$ cat src/rtl/iob_bitpack_ctrl.sv
// Bit-field packer: appends variable-length fields into DATA_W-bit words, splitting at word boundaries.
// Optional build macro IOB_BITPACK_MSB_FIRST_EN selects MSB-first (left-justified) packing.
module iob_bitpack_ctrl #(
   parameter  int DATA_W = 32,
   localparam int LEN_W  = $clog2(DATA_W) + 1
) (
   input  logic              clk_i,
   input  logic              arst_n_i,
   input  logic              cke_i,
   input  logic              rst_i,
   input  logic              field_valid_i,
   output logic              field_ready_o,
   input  logic [DATA_W-1:0] field_data_i,
   input  logic [LEN_W-1:0]  field_len_i,
   input  logic              field_last_i,
   output logic              word_valid_o,
   input  logic              word_ready_i,
   output logic [DATA_W-1:0] word_data_o,
   output logic [LEN_W-1:0]  word_bits_o
);

   localparam int SUM_W = LEN_W + 1;
   localparam logic [DATA_W-1:0]   ZERO_W   = {DATA_W{1'b0}};
   localparam logic [LEN_W-1:0]    ZERO_L   = {LEN_W{1'b0}};
   localparam logic [LEN_W-1:0]    FULL_L   = LEN_W'(DATA_W);
   localparam logic [SUM_W-1:0]    FULL_S   = SUM_W'(DATA_W);

   typedef enum logic [0:0] {
      ST_RUN   = 1'b0,
      ST_FLUSH = 1'b1
   } state_t;

   // Low-bit mask of the given width, evaluated at double width so len==DATA_W yields all ones.
   function automatic logic [DATA_W-1:0] low_mask(input logic [LEN_W-1:0] len);
      logic [2*DATA_W-1:0] one_w;
      logic [2*DATA_W-1:0] diff_w;
      one_w  = {{(2*DATA_W-1){1'b0}}, 1'b1} << len;
      diff_w = one_w - {{(2*DATA_W-1){1'b0}}, 1'b1};
      return diff_w[DATA_W-1:0];
   endfunction

   state_t              state_r, state_n;
   logic [DATA_W-1:0]   acc_r, acc_n;
   logic [LEN_W-1:0]    fill_r, fill_n;
   logic                word_valid_r, word_valid_n;
   logic [DATA_W-1:0]   word_data_r, word_data_n;
   logic [LEN_W-1:0]    word_bits_r, word_bits_n;

   logic                slot_free_s;
   logic                field_ready_s;
   logic                accept_s;
   logic [LEN_W-1:0]    len_clamp_s;
   logic [DATA_W-1:0]   masked_s;
   logic [SUM_W-1:0]    total_s;
   logic [2*DATA_W-1:0] wide_s;
   logic [DATA_W-1:0]   cur_word_s;
   logic [DATA_W-1:0]   spill_s;
`ifdef IOB_BITPACK_MSB_FIRST_EN
   logic [SUM_W-1:0]    shift_s;
`endif

   // Handshake qualifiers and field placement into a double-width window.
   always_comb begin
      slot_free_s   = ~word_valid_r | word_ready_i;
      field_ready_s = cke_i & (state_r == ST_RUN) & slot_free_s;
      accept_s      = field_valid_i & field_ready_s;
      len_clamp_s   = (field_len_i > FULL_L) ? FULL_L : field_len_i;
      masked_s      = field_data_i & low_mask(len_clamp_s);
      total_s       = {1'b0, fill_r} + {1'b0, len_clamp_s};
`ifdef IOB_BITPACK_MSB_FIRST_EN
      // Current word is the upper half; the field's top bit lands at DATA_W-1-fill.
      shift_s    = SUM_W'(2*DATA_W) - total_s;
      wide_s     = {acc_r, ZERO_W} | ({ZERO_W, masked_s} << shift_s);
      cur_word_s = wide_s[2*DATA_W-1:DATA_W];
      spill_s    = wide_s[DATA_W-1:0];
`else
      wide_s     = {ZERO_W, acc_r} | ({ZERO_W, masked_s} << fill_r);
      cur_word_s = wide_s[DATA_W-1:0];
      spill_s    = wide_s[2*DATA_W-1:DATA_W];
`endif
   end

   // Next-state: accumulate, emit full/partial words, and drain the spill remainder on FLUSH.
   always_comb begin
      state_n      = state_r;
      acc_n        = acc_r;
      fill_n       = fill_r;
      word_valid_n = word_valid_r & ~word_ready_i;
      word_data_n  = word_data_r;
      word_bits_n  = word_bits_r;
      case (state_r)
         ST_RUN: begin
            if (accept_s) begin
               if (total_s < FULL_S) begin
                  if (field_last_i) begin
                     if (total_s != {SUM_W{1'b0}}) begin
                        word_valid_n = 1'b1;
                        word_data_n  = cur_word_s;
                        word_bits_n  = total_s[LEN_W-1:0];
                     end else begin
                        word_valid_n = word_valid_r & ~word_ready_i;
                     end
                     acc_n  = ZERO_W;
                     fill_n = ZERO_L;
                  end else begin
                     acc_n  = cur_word_s;
                     fill_n = total_s[LEN_W-1:0];
                  end
               end else if (total_s == FULL_S) begin
                  word_valid_n = 1'b1;
                  word_data_n  = cur_word_s;
                  word_bits_n  = FULL_L;
                  acc_n        = ZERO_W;
                  fill_n       = ZERO_L;
               end else begin
                  word_valid_n = 1'b1;
                  word_data_n  = cur_word_s;
                  word_bits_n  = FULL_L;
                  acc_n        = spill_s;
                  fill_n       = LEN_W'(total_s - FULL_S);
                  state_n      = field_last_i ? ST_FLUSH : ST_RUN;
               end
            end else begin
               state_n = ST_RUN;
            end
         end
         ST_FLUSH: begin
            if (slot_free_s && cke_i) begin
               word_valid_n = 1'b1;
               word_data_n  = acc_r;
               word_bits_n  = fill_r;
               acc_n        = ZERO_W;
               fill_n       = ZERO_L;
               state_n      = ST_RUN;
            end else begin
               state_n = ST_FLUSH;
            end
         end
         default: begin
            state_n = ST_RUN;
         end
      endcase
   end

   // State and output registers; cke_i low freezes everything, rst_i clears under cke_i.
   always_ff @(posedge clk_i or negedge arst_n_i) begin
      if (!arst_n_i) begin
         state_r      <= ST_RUN;
         acc_r        <= ZERO_W;
         fill_r       <= ZERO_L;
         word_valid_r <= 1'b0;
         word_data_r  <= ZERO_W;
         word_bits_r  <= ZERO_L;
      end else if (cke_i) begin
         if (rst_i) begin
            state_r      <= ST_RUN;
            acc_r        <= ZERO_W;
            fill_r       <= ZERO_L;
            word_valid_r <= 1'b0;
            word_data_r  <= ZERO_W;
            word_bits_r  <= ZERO_L;
         end else begin
            state_r      <= state_n;
            acc_r        <= acc_n;
            fill_r       <= fill_n;
            word_valid_r <= word_valid_n;
            word_data_r  <= word_data_n;
            word_bits_r  <= word_bits_n;
         end
      end
   end

   assign field_ready_o = field_ready_s;
   assign word_valid_o  = word_valid_r;
   assign word_data_o   = word_data_r;
   assign word_bits_o   = word_bits_r;

endmodule

$ cat config.mk
export PLATFORM = sky130hd
export DESIGN_NAME = iob_bitpack_ctrl
export DESIGN_NICKNAME = d
export VERILOG_FILES = /design/src/rtl/iob_bitpack_ctrl.sv
export SDC_FILE = /design/constraint.sdc
export NUM_CORES = 1
export LEC_CHECK = 0
export ABC_AREA = 1
export BUFFER_PORTS_ARGS = -buffer_cell sky130_fd_sc_hd__buf_2
export CAP_MARGIN = 20
export CORE_AREA = 2 2 145 147
export DETAILED_ROUTE_END_ITERATION = 10
export DIE_AREA = 0 0 147 149
export HOLD_SLACK_MARGIN = 0.12
export PLACE_DENSITY = 0.64
export SLEW_MARGIN = 5
export SYNTH_ARGS = -nofsm -noshare
export SYNTH_HDL_FRONTEND = slang
export SYNTH_SLANG_ARGS = --single-unit
$ cat constraint.sdc
create_clock -name clk_i -period 6.3 [get_ports clk_i]
set_input_delay 0.945 -clock clk_i [delete_from_list [all_inputs] [get_ports clk_i]]
set_output_delay 0.945 -clock clk_i [all_outputs]
set_load 0.01 [all_outputs]
==> qor.yml, run 1 <==
cts:
  cts_resized: 0
  postCtsHoldBufs: 0
  cts_setup_buffers: 0
  cts_made_buffers: 9
  clkSinkCount: 78
  tritoncts: "built"
  cts_root_buffer: "clkbuf_16"
  h-tree-depth: 3
  clockBufferDepth: 2
  cts.clk_slew.worst_paths_ps: 70
  clkLatencyLatePin_ps: 350
yosys:
  synthArstFlopShare: 1.00
  synth_edf_count: 0
  syn_area_per_cell_um2: 5.95
  synthesis.area_um2: 8960
  postSynthCellCount: 1506
  synth.yosys.seq_area_share: 0.218
  ys_types: 49
  ys_ff_latch: 78
  synth_nets: 1559
  ys_warn_count: 0
  ys.flop_type: "dfrtp_1"
final_layout:
  diodes: 0
  drive_gt1_frac: 0.147
  syn_to_final_growth_pct: 8.63
  final_cell_area_um2: 9730
  finish.utilization: 0.473
  final_nets: 1578
outcome:
  outcome: "finished, final reports clean"
route:
  via_count: 10500
  drc_errors: 0
  antenna_left: 0
  wl_per_cell_um: 18.0
  routed_via_density: 5.81
  drtIter0Drc: 1183
  wl_um: 32400
  first_pass_iters: 6
timing:
  relSlewSlack: 0.300
  worst_pin_slew_ps: 1050
  finalCriticalPeriod_ps: 4220
  slew_viol_final: 0
  worst_slack_ps: 2080
  rsz0062_at_grt: "no"
  max_freq_mhz: 237
  hold_viol: 0
  setup-tns-final_ps: 0
  period_share: 0.670
  holdWs_ps: 453
  clock_skew_ps: 9.91
  setup_violations: 0
place:
  place_area_um2: 9410
  gp_congestion: 0.945
  hpwl_um: 24300
  dp_slack_ps: 1770
  portBuffers: 84
pwr:
  power.internal_w: 0.00121
  switching_share: 0.444
  combPwrFrac: 0.468
  peakVddDrop_v: 0.000192
  p_sw_w: 0.000962
  sequentialPowerShare: 0.286
  p_clk_frac: 0.246
  power-per-cell-area_nw_per_um2: 223
  p_leak_nw: 5.28
setup_path:
  cp_max_fo: 40
  worstPathArrival_ps: 4450
  path_common_cell: "nand2_1"
  crit_family: "simple AND/OR/NAND/NOR gates"
  slowest_delay_ps: 420
  start_kind: "primary input"
  end_kind: "register"
  cp.required_ps: 6530
  path_cells: "buf_2 > nor2_4 > ha_1 > a21oi_1 > o21ai_0 > nand2_1 > nand2_1 > a21oi_1 > nand2_1 > nor2_1 > a31oi_1 > nand2_1 > buf_4 > nor2_1 > buf_4 > inv_1 > a21oi_1 > o21ai_0 > nand2_1"
  slowest_stage: "nor2_4"
  path_buf_inv: 4
  critPathKind: "primary input to register"
grt:
  grt-busiest-layer: "met2"
  grt_pass1_wl_um: 50700
  use_met1: 0.403
  grt_max_degree: 79
  grtUsageTotal: 0.293
  grt.overflow.total: 0
  grt_util_met2: 0.473
  grt_pass1_vias: 9464
  antenna_found_initial: 0
  use_met3: 0.0462
run:
  cap_violations: 0
floorplanning:
  ios: 85
  die-area_um2: 21900
  start_util: 0.436
  die_w_um: 147
  core-area_um2: 20600
  num_rows: 53
  die_y_um: 149
hold_path:
  holdCritPathClass: "primary input to asynchronous set/reset pin"
==> placed cells by master (no fill, tap or decap), types with 14 or more instances in the layout <==
cell type	Yosys	routed
nand3_1	403	403
o21ai_0	41	41
nand4_1	53	53
inv_1	92	92
o211ai_1	14	14
buf_4	3	18
nand2_1	487	487
a21oi_1	28	27
dfrtp_1	78	78
nor2_1	54	54
nand3_2	37	37
nand2_2	18	18
buf_2	45	83
==> worst paths after layout <==
kind	start	to	slack (ps)	cells past startpoint
max	field_len_i[5]	word_data_o[4]	2080	19
min	arst_n_i	word_data_o[27]	450	1
max reg2reg	fill_r[0]	acc_r[16]	2280	18
min reg2reg	word_data_o[6]	word_data_o[6]	480	2
max in group asynchronous	arst_n_i	acc_r[30]	5240	2
min in group clk_i	word_data_o[6]	word_data_o[6]	480	2
==> layout make-up <==
cell class                 instances  area (µm²)
sequential                        78        1950
clock buffer                      10         239
clock inverter                     5        58.8
multi-input combinational       1231        6160
tap                              275         344
fill                            2203       10800
inverter                         103         399
timing repair buffer             102         578
==> registers in the layout, indices dropped and copies added (netlist names) <==
name / count
word_data_o: 32
word_bits_o: 6
state_r: 1
acc_r: 32
word_valid_o: 1
fill_r: 6
==> power groups by stage <==
stage               logic (W)  clock network [W]  registers (W)
floorplan            0.000665                  0       0.000653
global placement     0.000987                  0       0.000627
detailed placement   0.000995                  0       0.000628
CTS                   0.00100           0.000546       0.000620
global route          0.00113           0.000561       0.000630
finish                0.00101           0.000533       0.000620
==> cell families after synthesis <==
family / synth area share
compound gates: 0.0821
xor+xnor: 0.00684
simple gates: 0.586
buf+inv: 0.0948
flops: 0.218
fa+ha+maj: 0.0120
==> stage by stage <==
step                      std cells  total power (W)
final                          1804          0.00217
after global routing           1804          0.00232
after CTS                      1803          0.00217
after detailed placement       1788          0.00162
after global placement         1788          0.00161
after floorplan                1506          0.00132
==> per-layer routing <==
metal  wire (µm)  share of wire
met3        2360          0.073
met4         933          0.029
met2       14700           0.45
met5           0              0
met1       14400           0.44
==> cell usage after synthesis, drive strengths merged (4+ instances only) <==
cell type / number / area share
nand3: 440 / 0.27
nand4: 58 / 0.045
a31oi: 4 / 0.0028
o211ai: 16 / 0.015
o22ai: 4 / 0.0028
nor2: 75 / 0.044
dfrtp: 78 / 0.22
a21oi: 29 / 0.017
o21ai: 55 / 0.032
buf: 62 / 0.037
inv: 100 / 0.043
clkbuf: 32 / 0.013
nor3: 4 / 0.0028
o21bai: 5 / 0.0046
ha: 7 / 0.0098
nand2: 510 / 0.22
xor2: 4 / 0.0039
==> worst reg2reg max path: cells and delay by family, from the launching register on <==
kind	cells	cell delay (ps)
buf+inv	4	860
flops	1	320
compound gates	3	490
fa+ha+maj	2	680
simple gates	9	1570
Power figures use the tool's default switching activity.
==> run 2, diff against run 1 <==
==> constraint.sdc (replaced) <==
create_clock -name clk_i -period 3.9 [get_ports clk_i]
set_input_delay 0.585 -clock clk_i [delete_from_list [all_inputs] [get_ports clk_i]]
set_output_delay 0.585 -clock clk_i [all_outputs]
set_load 0.01 [all_outputs]
==> qor.yml, run 2 (synthesized netlist as in run 1, its figures left out) <==
timing:
  worst_slack_ps: 562  # -1520 ps
  slew_viol_final: 0  # unchanged
  setup_violations: 0  # unchanged
  worst_pin_slew_ps: 1040  # -8.12 ps
  clock_skew_ps: 12.5  # +2.63 ps
  finalCriticalPeriod_ps: 3340
  relSlewSlack: 0.305  # +0.00542
  rsz0062_at_grt: "no"
  hold_viol: 0  # unchanged
  period_share: 0.856
  setup-tns-final_ps: 0  # unchanged
  max_freq_mhz: 300
place:
  gp_congestion: 0.991  # +4.8%
  portBuffers: 84  # unchanged
  dp_slack_ps: 258  # -1510 ps
  hpwl_um: 24300  # about the same
  dp.cells: 1799  # +0.62%
  place_area_um2: 9500  # +1.0%
floorplanning:
  core-area_um2: 20600  # unchanged
  die-area_um2: 21900  # unchanged
  die_y_um: 149  # unchanged
  die_w_um: 147  # unchanged
  ios: 85  # unchanged
  num_rows: 53  # unchanged
  start_util: 0.436  # unchanged
setup_path:
  r2r_start: "fill_r[0]"
  crit_path_start: "field_len_i[5]"
  start_kind: "primary input"
  slowest_stage: "buf_2"
  endpoint: "word_data_o[29]"
  critPathKind: "primary input to register"
  cp_max_fo: 8  # -80%
  path_cells: "buf_2 > inv_12 > nand3_1 > nor2_2 > nand3_1 > ha_1 > inv_1 > nor2_4 > nand2_4 > nor2_4 > nand3_1 > nand2_1 > nand3_1 > nand3_1 > nand3_1 > nand2_1 > nand2_1 > nand3_2 > nand3_2 > o21bai_1 > nand2_1 > nand2_1"
  r2r_cells: 15  # -3
  cp.required_ps: 4190  # -2340 ps
  end_kind: "register"
  cp.depth: 22  # +3
  worstPathArrival_ps: 3630  # -820 ps
  path_buf_inv: 3  # -1
  r2r_slack_ps: 860  # -1420 ps
  worstReg2RegEnd: "acc_r[25]"
  crit_family: "simple AND/OR/NAND/NOR gates"
  path_common_cell: "nand3_1"
  slowest_delay_ps: 330  # -90 ps
route:
  routed_via_density: 5.78  # -0.48%
  antenna_left: 0  # unchanged
  wl_per_cell_um: 17.7  # -1.7%
  first_pass_iters: 6  # unchanged
  drc_errors: 0  # unchanged
  wl_um: 32100  # -1.1%
  drtIter0Drc: 1130  # -4.5%
  via_count: 10500  # +0.12%
cts:
  clkLatencyLatePin_ps: 350  # about the same
  tritoncts: "built"
  cts.clk_slew.worst_paths_ps: 60  # about the same
  clockBufferDepth: 2  # unchanged
  cts_root_buffer: "clkbuf_16"
  cts_resized: 0  # unchanged
  cts_made_buffers: 9  # unchanged
  h-tree-depth: 3  # unchanged
  clkSinkCount: 78  # unchanged
  postCtsHoldBufs: 0  # unchanged
  cts_setup_buffers: 0  # unchanged
final_layout:
  final_nets: 1588  # +0.63%
  finish.utilization: 0.477  # +0.00329
  mostFrequentLayoutCell: "nand2_1"
  final_cell_mix: "487 x nand2_1, 403 x nand3_1, 92 x inv_1, 83 x buf_2, 78 x dfrtp_1"
  final_cell_area_um2: 9800  # +0.69%
  drive_gt1_frac: 0.153  # +0.00544
  diodes: 0  # unchanged
  syn_to_final_growth_pct: 9.39
  fillers: 2244  # +1.9%
  final_cells: 1815  # +0.61%
grt:
  antenna_found_initial: 0  # unchanged
  grt_pass1_vias: 9603  # +1.5%
  grtUsageTotal: 0.293  # about the same
  grt_max_degree: 79  # unchanged
  grt_pass1_wl_um: 51200  # +0.87%
  grt.overflow.total: 0  # unchanged
pwr:
  peakVddDrop_v: 0.000334  # +73%
  power-per-cell-area_nw_per_um2: 360  # +62%
  p_leak_nw: 5.32  # +0.85%
run:
  cap_violations: 0  # unchanged
outcome:
  outcome: "finished, final reports clean"
hold_path:
  holdCritPathClass: "primary input to asynchronous set/reset pin"
## run 2: metrics by stage
step | hold WS, ps | power, W
2_1_floorplan | 289 | 0.00213
3_3_place_gp | 460 | 0.00263
3_5_place_dp | 459 | 0.00265
4_1_cts | 438 | 0.00352
5_1_grt | 471 | 0.00377
6_report | 386 | 0.00352
## run 2: layout make-up
type,instances,area (µm²),share of cell area
timing repair buffer,112,646,0.0659
inverter,103,399,0.0407
clock buffer,10,229,0.0234
sequential,78,1950,0.199
clock inverter,6,68.8,0.00702
multi-input combinational,1231,6160,0.629
tap,275,344,0.0351
## run 2: worst min path at each step
| stage | endpoint | startpoint | slack, ps | depth (start not counted) |
|---|---|---|---|---|
| CTS | word_data_o[27] | arst_n_i | 440 | 1 |
| finish | word_data_o[28] | arst_n_i | 390 | 1 |
| floorplan | acc_r[0] | arst_n_i | 290 | 0 |
| detailed placement | word_data_o[28] | word_data_o[28] | 460 | 2 |
| global placement | word_data_o[31] | word_data_o[31] | 460 | 2 |
| global route | word_data_o[28] | arst_n_i | 470 | 1 |
## run 2: layer usage
layer  vias up  GRT usage  routed length [µm]
met5         -          0                   0
met4         0      0.111                1190
met3        70     0.0388                2260
met2       455      0.475               14600
met1      4824      0.401               14100
li1       5140          -                   -
## run 2: power by group
group	total, W	switching (W)	internal (W)
registers	0.00101	0.0000735	0.000933
clock network	0.000866	0.000365	0.000501
logic	0.00165	0.00114	0.000510
==> run 3, diff against run 2 <==
--- a/config.mk
+++ b/config.mk
@@ -6,13 +6,13 @@
 export NUM_CORES = 1
 export LEC_CHECK = 0
 export ABC_AREA = 1
-export BUFFER_PORTS_ARGS = -buffer_cell sky130_fd_sc_hd__buf_2
 export CAP_MARGIN = 20
 export CORE_AREA = 2 2 145 147
 export DETAILED_ROUTE_END_ITERATION = 10
 export DIE_AREA = 0 0 147 149
+export DONT_BUFFER_PORTS = 1
 export HOLD_SLACK_MARGIN = 0.12
-export PLACE_DENSITY = 0.64
+export PLACE_DENSITY = 0.61
 export SLEW_MARGIN = 5
 export SYNTH_ARGS = -nofsm -noshare
 export SYNTH_HDL_FRONTEND = slang
==> constraint.sdc (replaced) <==
create_clock -name clk_i -period 3.54 [get_ports clk_i]
set_input_delay 0.531 -clock clk_i [delete_from_list [all_inputs] [get_ports clk_i]]
set_output_delay 0.531 -clock clk_i [all_outputs]
set_load 0.01 [all_outputs]
==> qor.yml, run 3 (synthesized netlist as in run 1, its figures left out) <==
outcome:
  outcome: "finished, final reports clean"
setup_path:
  r2r_slack_ps: 550  # -310 ps
  worstReg2RegEnd: "word_data_o[3]"
  start_kind: "primary input"
  slowest_stage: "o21ai_0"
  end_kind: "register"
  cp_max_fo: 8  # unchanged
  path_cells: "o21ai_2 > nand4_1 > ha_1 > inv_1 > xor2_1 > nand2_1 > nand2_1 > nand2_1 > o21ai_0 > nand2_1 > nand2_1 > nand4_1 > o21ai_0 > nand3_1 > nand2_1"
  slowest_delay_ps: 340  # about the same
  r2r_cells: 15  # unchanged
  path_common_cell: "nand2_1"
  crit_path_start: "field_len_i[1]"
  cp.required_ps: 3830  # -360 ps
  r2r_start: "fill_r[0]"
  worstPathArrival_ps: 3320  # -310 ps
  critPathKind: "primary input to register"
timing:
  setup_violations: 0  # unchanged
  worst_slack_ps: 507  # -55.1 ps
  max_freq_mhz: 330
  period_share: 0.857
  hold_viol: 0  # unchanged
  slew_viol_final: 0  # unchanged
  setup-tns-final_ps: 0  # unchanged
  worst_pin_slew_ps: 884  # -157 ps
  rsz0062_at_grt: "no"
  relSlewSlack: 0.410  # +0.105
  finalCriticalPeriod_ps: 3030
  holdWs_ps: 296  # -90.0 ps
  clock_skew_ps: 10.5  # -2.08 ps
cts:
  cts_root_buffer: "clkbuf_16"
  clkSinkCount: 78  # unchanged
  cts_made_buffers: 9  # unchanged
  tritoncts: "built"
  cts_setup_buffers: 0  # unchanged
  cts.clk_slew.worst_paths_ps: 60  # about the same
  clockBufferDepth: 2  # unchanged
  cts_resized: 0  # unchanged
  h-tree-depth: 3  # unchanged
  clkLatencyLatePin_ps: 350  # about the same
  postCtsHoldBufs: 2  # +2
floorplanning:
  start_util: 0.436  # unchanged
  ios: 85  # unchanged
  num_rows: 53  # unchanged
  die-area_um2: 21900  # unchanged
  die_y_um: 149  # unchanged
  core-area_um2: 20600  # unchanged
  die_w_um: 147  # unchanged
hold_path:
  min_to: "word_valid_o"
  hold_start: "cke_i"
  holdCritPathClass: "primary input to register"
  hold_path_depth: 1
route:
  first_pass_iters: 7  # +1
  antenna_left: 0  # unchanged
  wl_per_cell_um: 18.1  # +2.2%
  routed_via_density: 5.81  # +0.62%
  wl_um: 31400  # -2.0%
  drc_errors: 0  # unchanged
  via_count: 10100  # -3.5%
  drtIter0Drc: 1073  # -5.0%
final_layout:
  regArea_um2: 1950  # unchanged
  final_nets: 1513  # -4.7%
  syn_to_final_growth_pct: 5.73
  drive_gt1_frac: 0.107  # -0.0454
  final_cell_mix: "487 x nand2_1, 403 x nand3_1, 92 x inv_1, 78 x dfrtp_1, 54 x nor2_1"
  final_cells: 1740  # -4.1%
  multiInputGateArea_um2: 6160  # unchanged
  fillers: 2240  # -0.18%
  mostFrequentLayoutCell: "nand2_1"
  diodes: 0  # unchanged
grt:
  grtUsageTotal: 0.290  # -0.00330
  antenna_found_initial: 0  # unchanged
  grt_pass1_wl_um: 50700  # -0.96%
  grt.overflow.total: 0  # unchanged
  grt_max_degree: 79  # unchanged
  grt_pass1_vias: 9540  # -0.66%
place:
  hpwl_um: 24000  # -1.2%
  gp_congestion: 0.984  # -0.67%
  dp_slack_ps: 224  # -34.0 ps
  portBuffers: 0  # -100%
  dp.cells: 1722  # -4.3%
pwr:
  p_leak_nw: 5.00  # -6.1%
  peakVddDrop_v: 0.000388  # +16%
  power-per-cell-area_nw_per_um2: 389  # +8.2%
run:
  cap_violations: 0  # unchanged
run 3: layout make-up:
type / instances / share of cell area
inverters: 103 / 0.0421
repair buffers: 37 / 0.0357
clock inverters: 4 / 0.00330
well taps: 275 / 0.0363
clock buffers: 12 / 0.0260
flip-flops and latches: 78 / 0.206
multi-input cells: 1231 / 0.650
run 3: routing by layer:
metal	track usage	up-vias	wire length (µm)
met5	0	-	0
met4	0.118	0	1160
met3	0.0544	78	2420
met2	0.460	408	13900
met1	0.391	4624	14000
li1	-	5008	-
run 3: report_power, final:
group | total, W | internal (W) | switching, W
Sequential | 0.00117 | 0.00103 | 0.000146
Clock | 0.000882 | 0.000498 | 0.000384
Combinational | 0.00163 | 0.000496 | 0.00113
run 3: worst max path at each step:
stage,end,cells past startpoint
2_1_floorplan,acc_r[18],17
3_3_place_gp,word_data_o[11],15
3_5_place_dp,word_data_o[11],15
4_1_cts,word_data_o[3],15
5_1_grt,word_data_o[11],15
6_report,word_data_o[11],15
run 3: through the flow:
step	util	power (W)	area, µm²
2_1_floorplan	-	0.00235	8960
3_3_place_gp	0.445	0.00276	9160
3_5_place_dp	0.445	0.00277	9160
4_1_cts	0.461	0.00368	9470
5_1_grt	0.461	0.00395	9470
6_report	0.461	0.00369	9470
run 3: worst max-delay path: cells and delay by family:
| family | cells | cell delay [ps] |
|---|---|---|
| compound gates | 3 | 960 |
| xor+xnor | 1 | 190 |
| fa+ha+maj | 1 | 300 |
| buf+inv | 1 | 130 |
| simple gates | 9 | 1210 |
